==> config.mk <==
export PLATFORM = sky130hd
export DESIGN_NAME = split_serializer_flat
export DESIGN_NICKNAME = d
export VERILOG_FILES = /design/src/rtl/split_serializer_if.sv /design/src/rtl/split_serializer.sv /design/src/flat_wrapper.sv
export SDC_FILE = /design/constraint.sdc
export NUM_CORES = 1
export LEC_CHECK = 0
export ABC_CLOCK_PERIOD_IN_PS = 1260
export CAP_MARGIN = 25
export CORE_MARGIN = 3
export CORE_UTILIZATION = 44
export CTS_BUF_LIST = sky130_fd_sc_hd__clkbuf_4
export DETAILED_ROUTE_END_ITERATION = 10
export GPL_TIMING_DRIVEN = 0
export PLACE_DENSITY = 0.77
export REMOVE_ABC_BUFFERS = 1
export SYNTH_ARGS = -nofsm -noshare
export SYNTH_HDL_FRONTEND = slang
export SYNTH_SLANG_ARGS = --single-unit
export TNS_END_PERCENT = 5
==> constraint.sdc <==
create_clock -name clk -period 1.26 [get_ports clk]
set_input_delay 0.126 -clock clk [delete_from_list [all_inputs] [get_ports clk]]
set_output_delay 0.126 -clock clk [all_outputs]
set_load 0.05 [all_outputs]
==> src/rtl/split_serializer_if.sv <==
// Handshake bundle between a wide-word producer and the narrow-slice consumer
// of split_serializer; widths follow the same parameters as the block.
interface split_serializer_if #(
  parameter int IN_WIDTH  = 16,
  parameter int OUT_WIDTH = 8
);
  localparam int N     = IN_WIDTH / OUT_WIDTH;
  localparam int IDX_W = ($clog2(N) > 1) ? $clog2(N) : 1;

  logic [IN_WIDTH-1:0]  in_data;
  logic                 in_msb_first;
  logic                 in_valid;
  logic                 in_ready;
  logic [OUT_WIDTH-1:0] out_data;
  logic [IDX_W-1:0]     out_idx;
  logic                 out_last;
  logic                 out_valid;
  logic                 out_ready;

  modport master (
    output in_data, in_msb_first, in_valid, out_ready,
    input  in_ready, out_data, out_idx, out_last, out_valid
  );

  modport slave (
    input  in_data, in_msb_first, in_valid, out_ready,
    output in_ready, out_data, out_idx, out_last, out_valid
  );
endinterface

==> src/rtl/split_serializer.sv <==
// Splits one IN_WIDTH word into IN_WIDTH/OUT_WIDTH slices, emitted one per
// transfer in the byte order captured with the word.
module split_serializer #(
  parameter int IN_WIDTH  = 16,
  parameter int OUT_WIDTH = 8
) (
  input  logic               clk,
  input  logic               rst,
  split_serializer_if.slave  bus
);
  localparam int N     = IN_WIDTH / OUT_WIDTH;
  localparam int IDX_W = ($clog2(N) > 1) ? $clog2(N) : 1;
  localparam logic [IDX_W-1:0] LAST_BEAT = IDX_W'(N - 1);

  if (((IN_WIDTH % OUT_WIDTH) != 0) || (N < 2)) begin : g_bad_params
    $error("split_serializer: IN_WIDTH must be a multiple (>=2x) of OUT_WIDTH");
  end

  typedef enum logic [0:0] {
    ST_IDLE = 1'b0,
    ST_SEND = 1'b1
  } state_e;

  state_e               state_q, state_d;
  logic [IDX_W-1:0]     beat_q, beat_d;
  logic [IN_WIDTH-1:0]  hold_q, hold_d;
  logic                 order_q, order_d;
  logic                 out_valid_q, out_valid_d;
  logic [OUT_WIDTH-1:0] out_data_q, out_data_d;
  logic [IDX_W-1:0]     out_idx_q, out_idx_d;
  logic                 out_last_q, out_last_d;

  logic                 xfer_s;
  logic                 in_ready_s;
  logic                 accept_s;
  logic [IDX_W-1:0]     k_s;

  // in_ready looks only at registered state and out_ready, never at in_valid
  always_comb begin
    xfer_s = out_valid_q && bus.out_ready;
    if (rst) begin
      in_ready_s = 1'b0;
    end else begin
      in_ready_s = (state_q == ST_IDLE) || (xfer_s && out_last_q);
    end
    accept_s = bus.in_valid && in_ready_s;
  end

  // Next word/beat bookkeeping: an accept always restarts at beat 0
  always_comb begin
    state_d = state_q;
    beat_d  = beat_q;
    hold_d  = hold_q;
    order_d = order_q;
    if (accept_s) begin
      state_d = ST_SEND;
      beat_d  = {IDX_W{1'b0}};
      hold_d  = bus.in_data;
      order_d = bus.in_msb_first;
    end else if (xfer_s) begin
      if (beat_q == LAST_BEAT) begin
        state_d = ST_IDLE;
        beat_d  = {IDX_W{1'b0}};
      end else begin
        beat_d  = beat_q + IDX_W'(1);
      end
    end else begin
      state_d = state_q;
    end
  end

  // Slice outputs are precomputed from next state so they leave straight from flops
  always_comb begin
    k_s = order_d ? (LAST_BEAT - beat_d) : beat_d;
    if (state_d == ST_SEND) begin
      out_valid_d = 1'b1;
      out_idx_d   = k_s;
      out_data_d  = OUT_WIDTH'(hold_d >> (k_s * OUT_WIDTH));
      out_last_d  = (beat_d == LAST_BEAT);
    end else begin
      out_valid_d = 1'b0;
      out_idx_d   = {IDX_W{1'b0}};
      out_data_d  = {OUT_WIDTH{1'b0}};
      out_last_d  = 1'b0;
    end
  end

  // State and output registers; reset discards any word in flight
  always_ff @(posedge clk) begin
    if (rst) begin
      state_q     <= ST_IDLE;
      beat_q      <= {IDX_W{1'b0}};
      hold_q      <= {IN_WIDTH{1'b0}};
      order_q     <= 1'b0;
      out_valid_q <= 1'b0;
      out_data_q  <= {OUT_WIDTH{1'b0}};
      out_idx_q   <= {IDX_W{1'b0}};
      out_last_q  <= 1'b0;
    end else begin
      state_q     <= state_d;
      beat_q      <= beat_d;
      hold_q      <= hold_d;
      order_q     <= order_d;
      out_valid_q <= out_valid_d;
      out_data_q  <= out_data_d;
      out_idx_q   <= out_idx_d;
      out_last_q  <= out_last_d;
    end
  end

  assign bus.in_ready  = in_ready_s;
  assign bus.out_valid = out_valid_q;
  assign bus.out_data  = out_data_q;
  assign bus.out_idx   = out_idx_q;
  assign bus.out_last  = out_last_q;
endmodule
==> src/flat_wrapper.sv <==
// flat-port wrapper written by rule: the top's interface ports become plain ports
module split_serializer_flat 
#(
  parameter int IN_WIDTH  = 16,
  parameter int OUT_WIDTH = 8
)
  (clk, rst, bus_in_data, bus_in_msb_first, bus_in_valid, bus_out_ready, bus_in_ready, bus_out_data, bus_out_idx, bus_out_last, bus_out_valid);
  split_serializer_if #(.IN_WIDTH(IN_WIDTH), .OUT_WIDTH(OUT_WIDTH)) bus_i ();
  input  logic clk;
  input  logic rst;
  input wire logic [$bits(bus_i.in_data)-1:0] bus_in_data;
  input wire logic [$bits(bus_i.in_msb_first)-1:0] bus_in_msb_first;
  input wire logic [$bits(bus_i.in_valid)-1:0] bus_in_valid;
  input wire logic [$bits(bus_i.out_ready)-1:0] bus_out_ready;
  output wire logic [$bits(bus_i.in_ready)-1:0] bus_in_ready;
  output wire logic [$bits(bus_i.out_data)-1:0] bus_out_data;
  output wire logic [$bits(bus_i.out_idx)-1:0] bus_out_idx;
  output wire logic [$bits(bus_i.out_last)-1:0] bus_out_last;
  output wire logic [$bits(bus_i.out_valid)-1:0] bus_out_valid;
  assign bus_i.in_data = bus_in_data;
  assign bus_i.in_msb_first = bus_in_msb_first;
  assign bus_i.in_valid = bus_in_valid;
  assign bus_i.out_ready = bus_out_ready;
  assign bus_in_ready = bus_i.in_ready;
  assign bus_out_data = bus_i.out_data;
  assign bus_out_idx = bus_i.out_idx;
  assign bus_out_last = bus_i.out_last;
  assign bus_out_valid = bus_i.out_valid;
  split_serializer #(.IN_WIDTH(IN_WIDTH), .OUT_WIDTH(OUT_WIDTH)) u_core (.clk(clk), .rst(rst), .bus(bus_i));
endmodule
# After elaboration in Yosys (flattened, before gate mapping)
# Index checks and enable logic that the tools add are counted.
# op_classes
add_sub_neg	2
shifts	1
mux	11
bitwise_logic	2
reduce_logical	5
# ops
operator	n
16-bit two-way mux	1
16-bit by 4-bit >> shifter with 8-bit output	1
1-bit two-way mux	10
1-bit logical AND	3
1-bit inverter	2
2-bit OR reduction	1
1-bit adder, second input constant	1
1-bit logical OR	1
1-bit subtractor, first input constant	1
# word_totals
register_bits	30
input_bits	21
output_inout_bits	12
wordCells	29

# Depth between registers and ports, before layout
# Gate-level depths: netlist (run 1).
# depth
depth_word	9
depth_mapped	6
mapped_depth_nobuf	4

# Worst setup path after synthesis (run 1)
# Ideal clock, no wire load.
# synth_timing
kind	reg-to-reg
from	register u_core.out_valid_q (netlist: u_core.bus.out_valid)
to	register u_core.hold_q[10]
setup_time_ns	0.132
arrival_time_ns	1.554
required_ns	1.128
path_slack_ns	-0.427
stages_incl_launch_ff	7
path_buffers	2
period_less_slack_ns	1.687
path_cell_list	dfxtp_1 -> a21bo_2 -> and2_1 -> buf_2 -> buf_2 -> nand2_1 -> a21oi_1
# synth_via
elab_chain_len	6
# synth_rtl
element	line_no	rtl
from (decl)	split_serializer.sv:28	logic out_valid_q, out_valid_d;
from (signal assigned)	split_serializer.sv:104	out_valid_q <= out_valid_d;
1-bit logical AND	split_serializer.sv:40	xfer_s = out_valid_q && bus.out_ready;
1-bit logical AND	split_serializer.sv:44	in_ready_s = (state_q == ST_IDLE) || (xfer_s && out_last_q);
1-bit logical OR	split_serializer.sv:44	
1-bit two-way mux	split_serializer.sv:41	if (rst) begin
1-bit logical AND	split_serializer.sv:46	accept_s = bus.in_valid && in_ready_s;
16-bit two-way mux	split_serializer.sv:55	if (accept_s) begin
to (signal assigned)	split_serializer.sv:93	hold_q <= {IN_WIDTH{1'b0}};
to (signal assigned)	split_serializer.sv:102	hold_q <= hold_d;
to (decl)	split_serializer.sv:26	logic [IN_WIDTH-1:0] hold_q, hold_d;
# Every way passes these cells.
# A chain may end at the register's enable or synchronous reset.

# Worst setup path in the final report (run 1)
# layout_timing
from	register u_core.out_valid_q (netlist: u_core.bus.out_valid)
to	output bus_in_ready
# layout_via
elab_chain_len	4
# layout_rtl
element	line_no	rtl
1-bit logical AND	split_serializer.sv:40	
1-bit logical AND	split_serializer.sv:44	
1-bit logical OR	split_serializer.sv:44	
1-bit two-way mux	split_serializer.sv:41	
to (decl)	flat_wrapper.sv:15	output wire logic [$bits(bus_i.in_ready)-1:0] bus_in_ready;
# Every way passes these cells.

==> results of run 1 <==
-- synthesized netlist by cell type (all sizes together) --
cell and count:
inv 1, a21oi 18, and2 1, buf 5
a22oi 1, clkbuf 4, nand2 39, or2 1
dfxtp 29, a211oi 16, nand2b 1, mux2i 8
xnor2 1, nor3 2, a21bo 1, xor2 3
nor2b 10
-- metrics by stage --
step | setup WS, ns | util (%) | total power [µW] | area, µm² | std cells
after detailed placement | -1.31 | 60.3 | 1420 | 1550 | 194
after global placement | -1.25 | 60.3 | 1410 | 1550 | 194
after CTS | -0.0895 | 66.5 | 1990 | 1710 | 206
after global routing | -0.146 | 66.9 | 2080 | 1720 | 206
after floorplan | -0.691 | - | 1250 | 1190 | 132
final | -0.100 | 66.9 | 1970 | 1720 | 206
-- worst max-delay path, cell delays in order, from the launching register on --
cell	delay, ns
dfxtp_4	0.36
a21bo_4	0.25
nor2b_4	0.13
buf_6	0.17
-- layer usage --
metal | up-vias | wire length [µm] | global-route usage [%]
li1 | 546 | - | -
met1 | 488 | 1250 | 22.2
met2 | 43 | 1210 | 27.9
met3 | 7 | 246 | 7.68
met4 | 0 | 48 | 9.06
met5 | - | 0 | 0
-- kinds of logic after synthesis --
logic type / count (synthesis) / synth area share (%)
flops: 29 / 47.2
simple gates: 54 / 19.9
compound gates: 36 / 18.5
buf+inv: 10 / 3.56
mux: 8 / 6.50
xor+xnor: 4 / 4.37
-- what timing repair did --
item	in CTS	in global routing
hold buffers	0	0
buffers inserted	5	0
setup endpoints to repair	41	31
pin swaps	7	3
gates resized for setup	59	6
-- power by group through the flow --
stage	logic (µW)	registers, µW	clock network, µW
floorplan	176	1070	0
global placement	401	1010	0
detailed placement	406	1010	0
CTS	457	985	545
global route	496	993	586
finish	461	986	526
-- cells in the final DEF, fill, tap and decap left out, drive strengths merged, types with 6 or more instances in the layout --
cell and count:
clkdlybuf4s50 17, nor2b 10, clkdlybuf4s15 10, a211oi 16, clkbuf 7, dfxtp 29, mux2i 8, nand2 39
a21oi 18, buf 6
-- final timing paths --
kind	from	endpoint	depth (start not counted)
hold / removal	bus_in_data[7]	u_core.hold_q[7]	3
hold reg to reg	u_core.hold_q[6]	u_core.hold_q[6]	2
setup reg to reg	u_core.bus.out_valid	u_core.bus.out_data[1]	6
setup / recovery	u_core.bus.out_valid	bus_in_ready	3
-- flip-flops by register name (all words and copies together) (netlist names) --
register / cells
u_core.bus.out_data: 8
u_core.beat_q: 1
u_core.order_q: 1
u_core.bus.out_idx: 1
u_core.bus.out_valid: 1
u_core.bus.out_last: 1
u_core.hold_q: 16
-- layout make-up --
type                            count  area (µm²)
Inverter                            1        3.75
Multi-Input combinational cell    102         663
Fill cell                         222         851
Clock inverter                      1        3.75
Tap cell                           30        37.5
Clock buffer                        6        45.0
Timing Repair Buffer               37         372
Sequential cell                    29         592
==> results.py, run 1 <==
metrics = {
    "power_and_ir_drop": {
        "powerDensity_nw_per_um2": 1150,
        "clockPowerShare_pct": 26.6,
        "vdd_drop_max_mv": 0.745,
        "switchingPower_uw": 578,
        "seq_power_share_pct": 50.0,
        "p_comb_share_pct": 23.4,
        "internal_power_uw": 1400,
        "netSwitchingFraction_pct": 29.3,
        "leakage_uw": 0.000629,
    },
    "yosys": {
        "ys_seq_area_share_pct": 47.2,
        "synth_cell_type_count": 18,
        "synth_area_leaders": "dfxtp_1 (47%), nand2_1 (12%), a211oi_1 (9.8%)",
        "synthCells": 141,
        "synth_top_cell_area_share_pct": 47.2,
        "netlist_area_um2": 1230,
        "yosys_warnings": 0,
        "synth-seq-cells": 29,
        "synth.avg_cell_area_um2": 8.73,
        "yosysTopAreaCell": "dfxtp_1",
    },
    "floorplan": {
        "die_w_um": 58.9,
        "row_count": 18,
        "die_h_um": 58.9,
        "coreArea_um2": 2570,
        "fp.dieArea_um2": 3470,
        "ios": 33,
        "start_util_pct": 48.0,
    },
    "critical_path": {
        "critical_path_class": "flip-flop to output port",
        "critPathMaxFanout": 3,
        "regToRegSetupSlack_ns": -0.04,
        "worstPathRequired_ns": 1.13,
        "crit_arrival_ns": 1.23,
        "crit_path_start_kind": "flip-flop",
        "endpoint_kind": "output port",
    },
    "timing": {
        "holdWs_ns": 0.350,
        "post-route-period-util_pct": 108,
        "setup_tns_ns": -0.259,
        "maxSlewViolCount": 0,
        "setup_slack_ns": -0.100,
        "post-route-min-period_ns": 1.36,
        "tightest_slew_ns": 0.635,
        "rsz0062_at_grt": "true",
        "setup_viol": 7,
        "fin_skew_ns": 0.00439,
        "max_freq_ghz": 0.735,
        "hold_viol": 0,
        "slew-limit-headroom_pct": 57.6,
    },
    "finish": {
        "drive_above_1_share_pct": 20.5,
        "final_nets": 197,
        "num_antenna_cells": 0,
        "area_growth_pct": 39.4,
    },
    "routing": {
        "drc": 0,
        "ant_nets": 0,
        "viasPerCell": 5.26,
        "drtIter0Drc": 21,
        "vias": 1084,
        "wirelength_um": 2750,
        "wl_per_cell_um": 13.3,
        "dr.pass1.iters": 4,
    },
    "global_route": {
        "grt_pass1_vias": 1061,
        "grt_max_degree": 35,
        "antenna_found_initial": 0,
        "grtUsageTotal_pct": 18.4,
        "overflow": 0,
        "grt_pass1_wl_um": 4680,
    },
    "outcome": {
        "status": "finished with violations",
        "failed_checks": "negative setup slack",
    },
    "cts": {
        "clk_path_buf_depth": 2,
        "cts_root_buffer": "clkbuf_4",
        "cts.clk_slew.worst_paths_ns": 0.08,
        "cts_sinks": 29,
        "htreeDepth": 2,
        "cts_buffers": 5,
        "cts_tree": "built",
        "clkLatencyLatePin_ns": 0.33,
    },
    "flow_run": {
        "cap_violations": 0,
    },
    "placed_design": {
        "gp_congestion": 0.697,
        "port_buffers": 32,
        "dp_hpwl_um": 1740,
    },
    "hold_path": {
        "min_path_type": "input port to flip-flop",
    },
}
(Power assumes the default switching activity.)
==> inputs of run 2 (changes only) <==
--- a/config.mk
+++ b/config.mk
@@ -7,11 +7,13 @@
 export LEC_CHECK = 0
 export ABC_CLOCK_PERIOD_IN_PS = 1260
 export CAP_MARGIN = 25
+export CORE_ASPECT_RATIO = 1.1
 export CORE_MARGIN = 3
 export CORE_UTILIZATION = 44
 export CTS_BUF_LIST = sky130_fd_sc_hd__clkbuf_4
 export DETAILED_ROUTE_END_ITERATION = 10
 export GPL_TIMING_DRIVEN = 0
+export MAX_ROUTING_LAYER = met4
 export PLACE_DENSITY = 0.77
 export REMOVE_ABC_BUFFERS = 1
 export SYNTH_ARGS = -nofsm -noshare
==> run 2 against run 1 <==
Effect of this change: the flow still finishes with violations (negative setup slack); global-route usage barely moved; critical endpoint is now u_core.bus.out_data[3]; design area rose by 2.9%; critical path depth rose by 2; combinational power rose by 6.1%; sequential power barely moved; sequential share of layout area fell by 0.98 points.
==> results.py, run 2 (synthesized netlist as in run 1, its figures left out) <==
metrics = {
    "outcome": {
        "status": "finished with violations",
        "failed_checks": "negative setup slack",
    },
    "power_and_ir_drop": {
        "leakage_uw": 0.000651,
        "vdd_drop_max_mv": 0.943,
        "powerDensity_nw_per_um2": 1260,
    },
    "critical_path": {
        "critPathSlowestCell": "dfxtp_4",
        "crit_path_start_kind": "flip-flop",
        "crit_arrival_ns": 1.58,
        "critical_path_class": "flip-flop to flip-flop",
        "endpoint_kind": "flip-flop",
        "rr_startpoint": "u_core.beat_q",
        "slowest_delay_ns": 0.38,
        "worstPathRequired_ns": 1.47,
        "rr_worst_depth": 5,
        "critPathMaxFanout": 5,
        "worstReg2RegEnd": "u_core.bus.out_data[3]",
        "path_cells": "xor2_4 > xnor2_4 > buf_6 > mux2i_1 > a211oi_2",
        "regToRegSetupSlack_ns": -0.10,
    },
    "hold_path": {
        "hold-path-cell-count": 3,
        "min_path_type": "input port to flip-flop",
        "min_from": "bus_in_data[5]",
        "holdPathEnd": "u_core.hold_q[5]",
    },
    "finish": {
        "final_common_cell": "nand2_1",
        "largest_register": "u_core.hold_q",
        "final_area_um2": 1770,
        "drive_above_1_share_pct": 22.3,
        "largest_reg_flops": 16,
        "num_antenna_cells": 0,
        "area_growth_pct": 43.5,
        "layoutNonFillerInstCount": 210,
        "final_nets": 199,
        "layout_common_cells": "nand2_1 (37), dfxtp_1 (26), a21oi_1 (18), clkdlybuf4s50_1 (18), a211oi_1 (15)",
        "fin_util_pct": 68.2,
    },
    "timing": {
        "maxSlewViolCount": 0,
        "rsz0062_at_grt": "true",
        "tightest_slew_ns": 0.635,
        "hold_viol": 0,
        "post-route-period-util_pct": 108,
        "setup_slack_ns": -0.104,
        "fin_skew_ns": 0.00892,
        "post-route-min-period_ns": 1.36,
        "slew-limit-headroom_pct": 57.5,
        "setup_viol": 10,
        "max_freq_ghz": 0.733,
    },
    "placed_design": {
        "post_dp_cell_area_um2": 1550,
        "dp.cells": 195,
        "gp_congestion": 0.771,
        "port_buffers": 32,
        "dp_hpwl_um": 1760,
        "pre_cts_ws_ns": -1.35,
    },
    "routing": {
        "viasPerCell": 5.37,
        "vias": 1127,
        "wl_per_cell_um": 14.1,
        "wirelength_um": 2960,
        "drc": 0,
        "drtIter0Drc": 13,
        "dr.pass1.iters": 4,
        "ant_nets": 0,
    },
    "global_route": {
        "grt_pass1_wl_um": 4640,
        "grtUsageTotal_pct": 18.4,
        "grt_pass1_vias": 1036,
        "grt_max_degree": 35,
        "antenna_found_initial": 0,
        "overflow": 0,
    },
    "cts": {
        "cts_sinks": 29,
        "cts_root_buffer": "clkbuf_4",
        "cts_buffers": 5,
        "htreeDepth": 2,
        "clkLatencyLatePin_ns": 0.32,
        "cts.clk_slew.worst_paths_ns": 0.09,
        "cts_tree": "built",
        "clk_path_buf_depth": 2,
    },
    "floorplan": {
        "die_h_um": 61.5,
        "fp.dieArea_um2": 3470,
        "row_count": 19,
        "start_util_pct": 47.5,
        "coreArea_um2": 2590,
        "die_w_um": 56.4,
        "ios": 33,
    },
    "flow_run": {
        "cap_violations": 0,
    },
}
[run 2: per-stage QoR]
stage | hold WS (ns) | power (µW) | TNS (ns)
after floorplan | 0.195 | 1250 | -17.57
after global placement | 0.441 | 1410 | -33.49
after detailed placement | 0.446 | 1420 | -34.47
after CTS | 0.363 | 2210 | -0.900
after global routing | 0.366 | 2310 | -1.75
final | 0.371 | 2220 | -0.794
[run 2: cell type report]
class | instances | area (µm²)
sequential | 29 | 592
inverter | 1 | 3.75
multi-input combinational | 103 | 671
clock inverter | 2 | 33.8
clock buffer | 6 | 45.0
tap | 31 | 38.8
fill | 205 | 825
timing repair buffer | 38 | 383
[run 2: how the worst max path moves through the flow]
stage / depth (start not counted) / startpoint / slack [ns] / to
floorplan: 4 / u_core.bus.out_valid / -0.69 / u_core.bus.out_data[0]
CTS: 5 / u_core.order_q / -0.09 / u_core.bus.out_data[3]
detailed placement: 5 / rst / -1.35 / u_core.bus.out_data[7]
finish: 5 / u_core.beat_q / -0.10 / u_core.bus.out_data[3]
global placement: 5 / rst / -1.30 / u_core.bus.out_data[1]
global route: 6 / u_core.bus.out_valid / -0.18 / u_core.bus.out_data[5]
[run 2: power breakdown]
| group | internal [µW] | switching, µW | total, µW |
|---|---|---|---|
| registers | 961 | 26.6 | 988 |
| clock network | 434 | 312 | 746 |
| logic | 226 | 263 | 489 |
[run 2: metal layers]
layer	global-route usage, %	vias up	routed length (µm)
met5	-	-	0
met4	10.8	0	50
met3	4.19	6	102
met2	31.8	26	1570
met1	19.4	534	1240
li1	-	561	-
[run 2: critical path: cells and delay by family (launching register included)]
| family | cells | cell delay [ns] |
|---|---|---|
| xor+xnor | 2 | 0.44 |
| flops | 1 | 0.38 |
| mux | 1 | 0.20 |
| buf+inv | 1 | 0.15 |
| compound gates | 1 | 0.09 |
[run 2: repair_timing]
item,in CTS,in global routing
pin swaps,4,6
resized for setup,57,10
hold buffers,0,0
endpoints found under the setup margin,41,31
gates cloned,0,1
setup buffers,5,1
==> RTL change 1 (flow settings as in run 2) <==
`IN_WIDTH` is set to 16 in 3 places; all go to 32.
--- a/src/rtl/split_serializer_if.sv
+++ b/src/rtl/split_serializer_if.sv
@@ -1,7 +1,7 @@
 // Handshake bundle between a wide-word producer and the narrow-slice consumer
 // of split_serializer; widths follow the same parameters as the block.
 interface split_serializer_if #(
-  parameter int IN_WIDTH  = 16,
+  parameter int IN_WIDTH  = 32,
   parameter int OUT_WIDTH = 8
 );
   localparam int N     = IN_WIDTH / OUT_WIDTH;
--- a/src/rtl/split_serializer.sv
+++ b/src/rtl/split_serializer.sv
@@ -1,7 +1,7 @@
 // Splits one IN_WIDTH word into IN_WIDTH/OUT_WIDTH slices, emitted one per
 // transfer in the byte order captured with the word.
 module split_serializer #(
-  parameter int IN_WIDTH  = 16,
+  parameter int IN_WIDTH  = 32,
   parameter int OUT_WIDTH = 8
 ) (
   input  logic               clk,
--- a/src/flat_wrapper.sv
+++ b/src/flat_wrapper.sv
@@ -1,7 +1,7 @@
 // flat-port wrapper written by rule: the top's interface ports become plain ports
 module split_serializer_flat 
 #(
-  parameter int IN_WIDTH  = 16,
+  parameter int IN_WIDTH  = 32,
   parameter int OUT_WIDTH = 8
 )
   (clk, rst, bus_in_data, bus_in_msb_first, bus_in_valid, bus_out_ready, bus_in_ready, bus_out_data, bus_out_idx, bus_out_last, bus_out_valid);
Interface: changed (resized bus_in_data and bus_out_idx); port bits go from 33 to 50. No check against the original RTL was run, so the function may have changed too.
==> RTL change 1 against run 2 <==
- the run still ends with setup timing left
- count of clock-buffer cells in the layout fell by 1
- design area is 72% higher
- area after synthesis up 74%
- critical path type unchanged
- power is 47% higher
- wire length up 82%
- sequential share of layout area decreased by 2.2 points
- non-clock buffer count grew 24
- worst setup slack worse by 0.62 ns
- sequential cell count grew 18
==> RTL change 1: results (changes against run 2) <==
Outcome:
- The flow ran to the end, but the final reports show violations.
- The final reports fail on setup timing.

Logic synthesis:
- The mean instance size in the synthesized netlist is 8.28 µm² (-5.2%).
- Among all flip-flop cells after synthesis, the most frequent one is dfxtp_1.
- The number of warnings reported in the yosys synthesis log is 0 (unchanged).
- Counting instances in the post-synthesis netlist gives the leading cell types as nand2_1, dfxtp_1, a21oi_1.
- Yosys attributes the largest share of cell area to dfxtp_1, nand2_1, a21oi_1.
- The proportion of synthesized flip-flops having asynchronous set or reset is 0% (unchanged).
- The post-synthesis sequential area ratio is 43.9% (-3.3 points).
- The distinct cell type count of the synthesized netlist is 37 (+19).

Clock network:
- The clock network latency to the later pin of the worst-skew pair is 0.37 ns (+0.05 ns).
- The worst-case clock buffer depth is 2 (unchanged).
- The total clock buffers created by CTS came to 5 (unchanged).
- The clock slew at the register clock pins of the worst setup and hold paths was 0.13 ns (+0.04 ns).
- The H-tree depth is 2 (unchanged).
- The cell sitting at the root of the clock tree is a clkbuf_4.

Route:
- The total number of vias is 2053 (+82%).
- The DRC violation total after the first TritonRoute iteration was 127 (+114).
- The mean number of vias per cell came to 5.66 (+5.4%).
- The first-pass detailed-route iteration total is 4 (unchanged).
- The detail-routed net length per standard cell came to 14.9 µm (+5.6%).

Place:
- The placed wire-length estimate after detailed placement came to 3.31 mm (+88%).
- The cell total after placement is 344 (+76%).
- The final RePlAce weighted congestion was 0.753 (-2.3%).
- The number of input and output port buffers inserted is 49 (+53%).

Flow run:
- The max-capacitance violation count came to 0 (unchanged).

Layout:
- The register with the most flip-flops in the final layout is u_core.hold_q.
- The flip-flop count of the largest register, all copies and words added is 32 (+16).
- The fraction of final layout cells sized beyond drive strength 1 is 26.7% (+4.4 points).
- The number of nets in the final layout was 345 (+73%).
- The total inserted antenna cells is 0 (unchanged).
- The number of fillers in the final layout is 405 (+98%).

Power:
- The cell leakage power was 0.00107 µW (+64%).
- The fraction of power spent switching nets was 32.2% (+5.2 points).
- The worst-case vdd ir drop is 573 µV (-39%).

Timing:
- The maximum clock skew at final layout is 0.00891 ns (-0.00000691 ns).
- The number of failing setup endpoints in the final timing report was 34 (+24).
- The worst setup margin came to -0.721 ns (-0.617 ns).
- The transition time at the pin with the least slew margin is 0.537 ns (-0.0977 ns).
- The worst hold-check slack is 0.268 ns (-0.103 ns).

Global route:
- The first-pass GRT wire length is 8.65 mm (+86%).
- The number of global-route vias before repair is 1880 (+81%).
- The largest net degree at the start of global routing is 51 (+46%).
- The initial antenna violation count was 0 (unchanged).
- The overall fraction of global-route tracks in use came to 19.5% (+1.1 points).

Worst setup path:
- The critical path starts at u_core.beat_q[1].
- The largest fanout on the critical path is 6 (+1).

Hold path:
- The type of the tightest min-delay check is input port to register.
- The hold path startpoint is rst.
-- RTL change 1: repair_timing --
action	CTS	global route
setup buffers	6	4
resized for setup	73	30
endpoints found under the setup margin	60	46
gates cloned	1	1
pin swaps	10	13
-- RTL change 1: cells by family after synthesis --
kind of cell	Yosys count	share of synthesized area, %
simple gates	91	18.6
compound gates	80	25.2
flops	47	43.9
buf+inv	27	5.37
mux	13	6.36
fa+ha+maj	1	0.583
-- RTL change 1: power by group through the flow --
| stage | sequential [µW] | combinational, µW | clock (µW) |
|---|---|---|---|
| floorplan | 1770 | 349 | 0 |
| global placement | 1650 | 771 | 0 |
| detailed placement | 1650 | 802 | 0 |
| CTS | 1620 | 884 | 687 |
| global route | 1640 | 1050 | 735 |
| finish | 1630 | 978 | 668 |
-- RTL change 1: final cells by class --
type,instances,area share [%]
Inverter,5,0.619
Clock buffer,5,1.24
Multi-Input combinational cell,186,43.2
Sequential cell,47,31.3
Clock inverter,2,0.289
Tap cell,56,2.31
Timing Repair Buffer,62,21.1
-- RTL change 1: path summary, 6_finish.rpt --
check | end | cells past startpoint
max | u_core.bus.out_data[3] | 6
min reg2reg | u_core.hold_q[22] | 2
max reg2reg | u_core.bus.out_data[3] | 6
min | u_core.hold_q[9] | 2
-- RTL change 1: layer usage --
| metal | wire [µm] | global-route usage [%] |
|---|---|---|
| met4 | 86 | 7.20 |
| met3 | 321 | 3.92 |
| met1 | 2180 | 23.4 |
| met5 | 0 | - |
| met2 | 2820 | 32.1 |
-- RTL change 1: metrics by stage --
| step | setup TNS [ns] | util (%) | setup WS (ns) | area (µm²) | total power (µW) |
|---|---|---|---|---|---|
| after floorplan | -41.12 | - | -1.38 | 2050 | 2120 |
| after global placement | -100.04 | 55.7 | -2.76 | 2610 | 2420 |
| after detailed placement | -63.04 | 56.9 | -1.85 | 2670 | 2460 |
| after CTS | -9.48 | 61.7 | -0.781 | 2890 | 3190 |
| after global routing | -12.58 | 64.7 | -0.768 | 3030 | 3420 |
| final | -9.44 | 64.7 | -0.721 | 3030 | 3270 |
-- RTL change 1: worst max-delay path, stage by stage, from the launching register on --
cell and delay [ns]:
dfxtp_2 0.36, ha_4 0.22, and3_4 0.18, or3_4 0.41, and2_4 0.20, o32a_1 0.30, o32ai_2 0.22
==> RTL change 2 (settings of run 2) <==
Without the edit above. Reset style: asynchronous (`rst`), changed in one clocked block.
--- a/src/rtl/split_serializer.sv
+++ b/src/rtl/split_serializer.sv
@@ -86,7 +86,7 @@
   end
 
   // State and output registers; reset discards any word in flight
-  always_ff @(posedge clk) begin
+  always_ff @(posedge clk or posedge rst) begin
     if (rst) begin
       state_q     <= ST_IDLE;
       beat_q      <= {IDX_W{1'b0}};
Behaviour: differs if rst is asserted again (counterexample within 4 cycles, from zero or initial values and one cycle with rst high); with rst held inactive, the same outputs for 10 cycles.
==> RTL change 2 against run 2 <==
- the run still ends with setup timing left
- area after synthesis up 15%
- design area up 20%
- synthesized cell count down 2.8%
- via count up 3.3%
- worst setup slack worse by 0.20 ns
- critical path depth unchanged
- final cell count up 4.3%
- count of clock-buffer cells in the layout unchanged
- wire length up 16%
- sequential cell count unchanged
- die area up 13%
- critical path type unchanged
Power is not compared: it rests on default switching activity, and its combinational part moved more than twofold at a synthesized area within 25%.
==> RTL change 2: results (changes against run 2) <==
Clock network:
- The total clock buffers created by CTS is 5 (unchanged).
- The clock slew at the register clock pins of the worst setup and hold paths was 0.09 ns (about the same).
- Clock tree synthesis selected as its root buffer the cell clkbuf_4.
- The H-tree depth is 2 (unchanged).
- The clock network latency to the later pin of the worst-skew pair is 0.33 ns.

Worst setup path:
- The termination of the worst setup path is u_core.bus.out_data[3].
- The launching element of the worst setup path is u_core.bus.out_valid.
- The capture point of the worst reg-to-reg path is u_core.bus.out_data[3].
- The critical path arrival came to 1.77 ns (+0.19 ns).
- The largest fanout on the critical path is 6 (+1).

Timing:
- The worst setup margin came to -0.302 ns (-0.198 ns).
- The normalized max-slew margin is 40.6% (-17 points).
- The worst hold-check slack is 0.0371 ns (-0.334 ns).
- The accumulated negative setup slack is -7.23 ns (-6.44 ns).
- The maximum clock skew at final layout is 0.00834 ns (-0.000573 ns).
- The number of failing setup endpoints in the final timing report came to 30 (+20).

Place:
- The number of input and output port buffers inserted was 32 (unchanged).
- The final RePlAce weighted congestion came to 0.670 (-13%).
- The placed wire-length estimate after detailed placement was 1.95 mm (+11%).

Global route:
- The first-pass GRT wire length was 5.74 mm (+24%).
- The overall fraction of global-route tracks in use is 20.3% (+2.0 points).
- The largest net degree at the start of global routing is 18 (-49%).
- The number of global-route vias before repair is 1170 (+13%).

Layout:
- The number of nets in the final layout is 207 (+4.0%).
- The fraction of final layout cells sized beyond drive strength 1 is 35.5% (+13 points).
- The total inserted antenna cells is 0 (unchanged).
- The number of fillers in the final layout came to 205 (unchanged).

Power:
- IR analysis of the VDD net gives a maximum drop of 2300 µV.
- The internal power of the cells is 2960 µW.

Logic synthesis:
- The predominant post-synthesis flop cell is dfrtp_1.
- By area the synthesized netlist is led by dfrtp_1, nand2_1, a211oi_1.
- By count the netlist is led by nand2_1, dfrtp_1, a211oi_1.
- The distinct cell type count of the synthesized netlist is 26 (+8).
- The number of warnings reported in the yosys synthesis log is 0 (unchanged).
- The post-synthesis sequential area ratio is 51.5% (+4.3 points).
- The proportion of synthesized flip-flops having asynchronous set or reset was 100% (+100 points).

Outcome:
- The final reports fail on setup timing.
- The run finished, with violations left.

Route:
- The mean number of vias per cell is 5.32 (-0.96%).
- The DRC violation total after the first TritonRoute iteration is 29 (+16).
- The detail-routed net length per standard cell is 15.7 µm (+11%).

Hold path:
- The tightest min-delay check is of the input port to asynchronous set/reset pin type.

Flow run:
- The max-capacitance violation count is 0 (unchanged).
RTL change 2: cell count changes in the layout (fill, tap and decap cells not counted), moves of 3 or more:
| cell | run 2 | this run |
|---|---|---|
| buf_4 | 2 | 7 |
| buf_16 | 0 | 3 |
| dfrtp_1 | 0 | 27 |
| nand2_1 | 37 | 47 |
| a211oi_1 | 15 | 2 |
| a21oi_1 | 18 | 0 |
| a211oi_2 | 1 | 12 |
| dfxtp_4 | 3 | 0 |
| buf_12 | 0 | 3 |
| dfxtp_1 | 26 | 0 |
| nand2_2 | 1 | 7 |
RTL change 2: power by group through the flow:
stage,Combinational (µW),Sequential [µW],Clock (µW)
global placement,2200,1580,0
finish,3020,1600,533
CTS,2880,1580,548
floorplan,1190,2020,0
detailed placement,2290,1600,0
global route,3220,1650,599
RTL change 2: critical path, cell delays in order (launching register included):
cell      delay (ns)
dfrtp_2         0.41
a21boi_4        0.14
or3b_4          0.47
buf_16          0.18
a211oi_4        0.17
a211oi_2        0.07
RTL change 2: what timing repair did:
action	CTS	global route
setup endpoints to repair	41	31
buffers inserted	8	3
gates cloned	3	0
pin swaps	17	10
gates resized for setup	64	11
RTL change 2: cells by family (layout without fill, tap and decap cells):
| logic type | Yosys count | count (layout) | synth area share (%) |
|---|---|---|---|
| AOI/OAI and AO/OA | 20 | 20 | 12.5 |
| xor gates and xnor gates | 4 | 4 | 4.35 |
| buffers and inverters | 8 | 57 | 4.97 |
| DFF | 29 | 29 | 51.5 |
| muxes | 8 | 8 | 5.68 |
| and+or+nand+nor | 68 | 68 | 21.0 |
RTL change 2: layout make-up:
| type | instances | area [µm²] | area share, % |
|---|---|---|---|
| clock buffers | 6 | 45.0 | 2.13 |
| inverters | 2 | 11.3 | 0.531 |
| well taps | 33 | 41.3 | 1.95 |
| clock inverters | 1 | 3.75 | 0.177 |
| flip-flops and latches | 29 | 728 | 34.4 |
| multi-input cells | 100 | 738 | 34.8 |
| repair buffers | 48 | 552 | 26.0 |
RTL change 2: per-layer routing:
metal	GRT usage, %	share of wire (%)	up-vias
li1	-	-	554
met1	27.8	44	563
met2	29.3	48	36
met3	5.50	5.1	11
met4	6.65	2.5	0
met5	-	0	-
RTL change 2: metrics by stage:
step                      setup WS [ns]  std cells  area (µm²)
after detailed placement          -1.00        199        1780
final                            -0.302        219        2120
after global placement            -1.38        196        1710
after CTS                        -0.307        217        2070
after global routing             -0.363        219        2120
after floorplan                  -0.907        131        1350
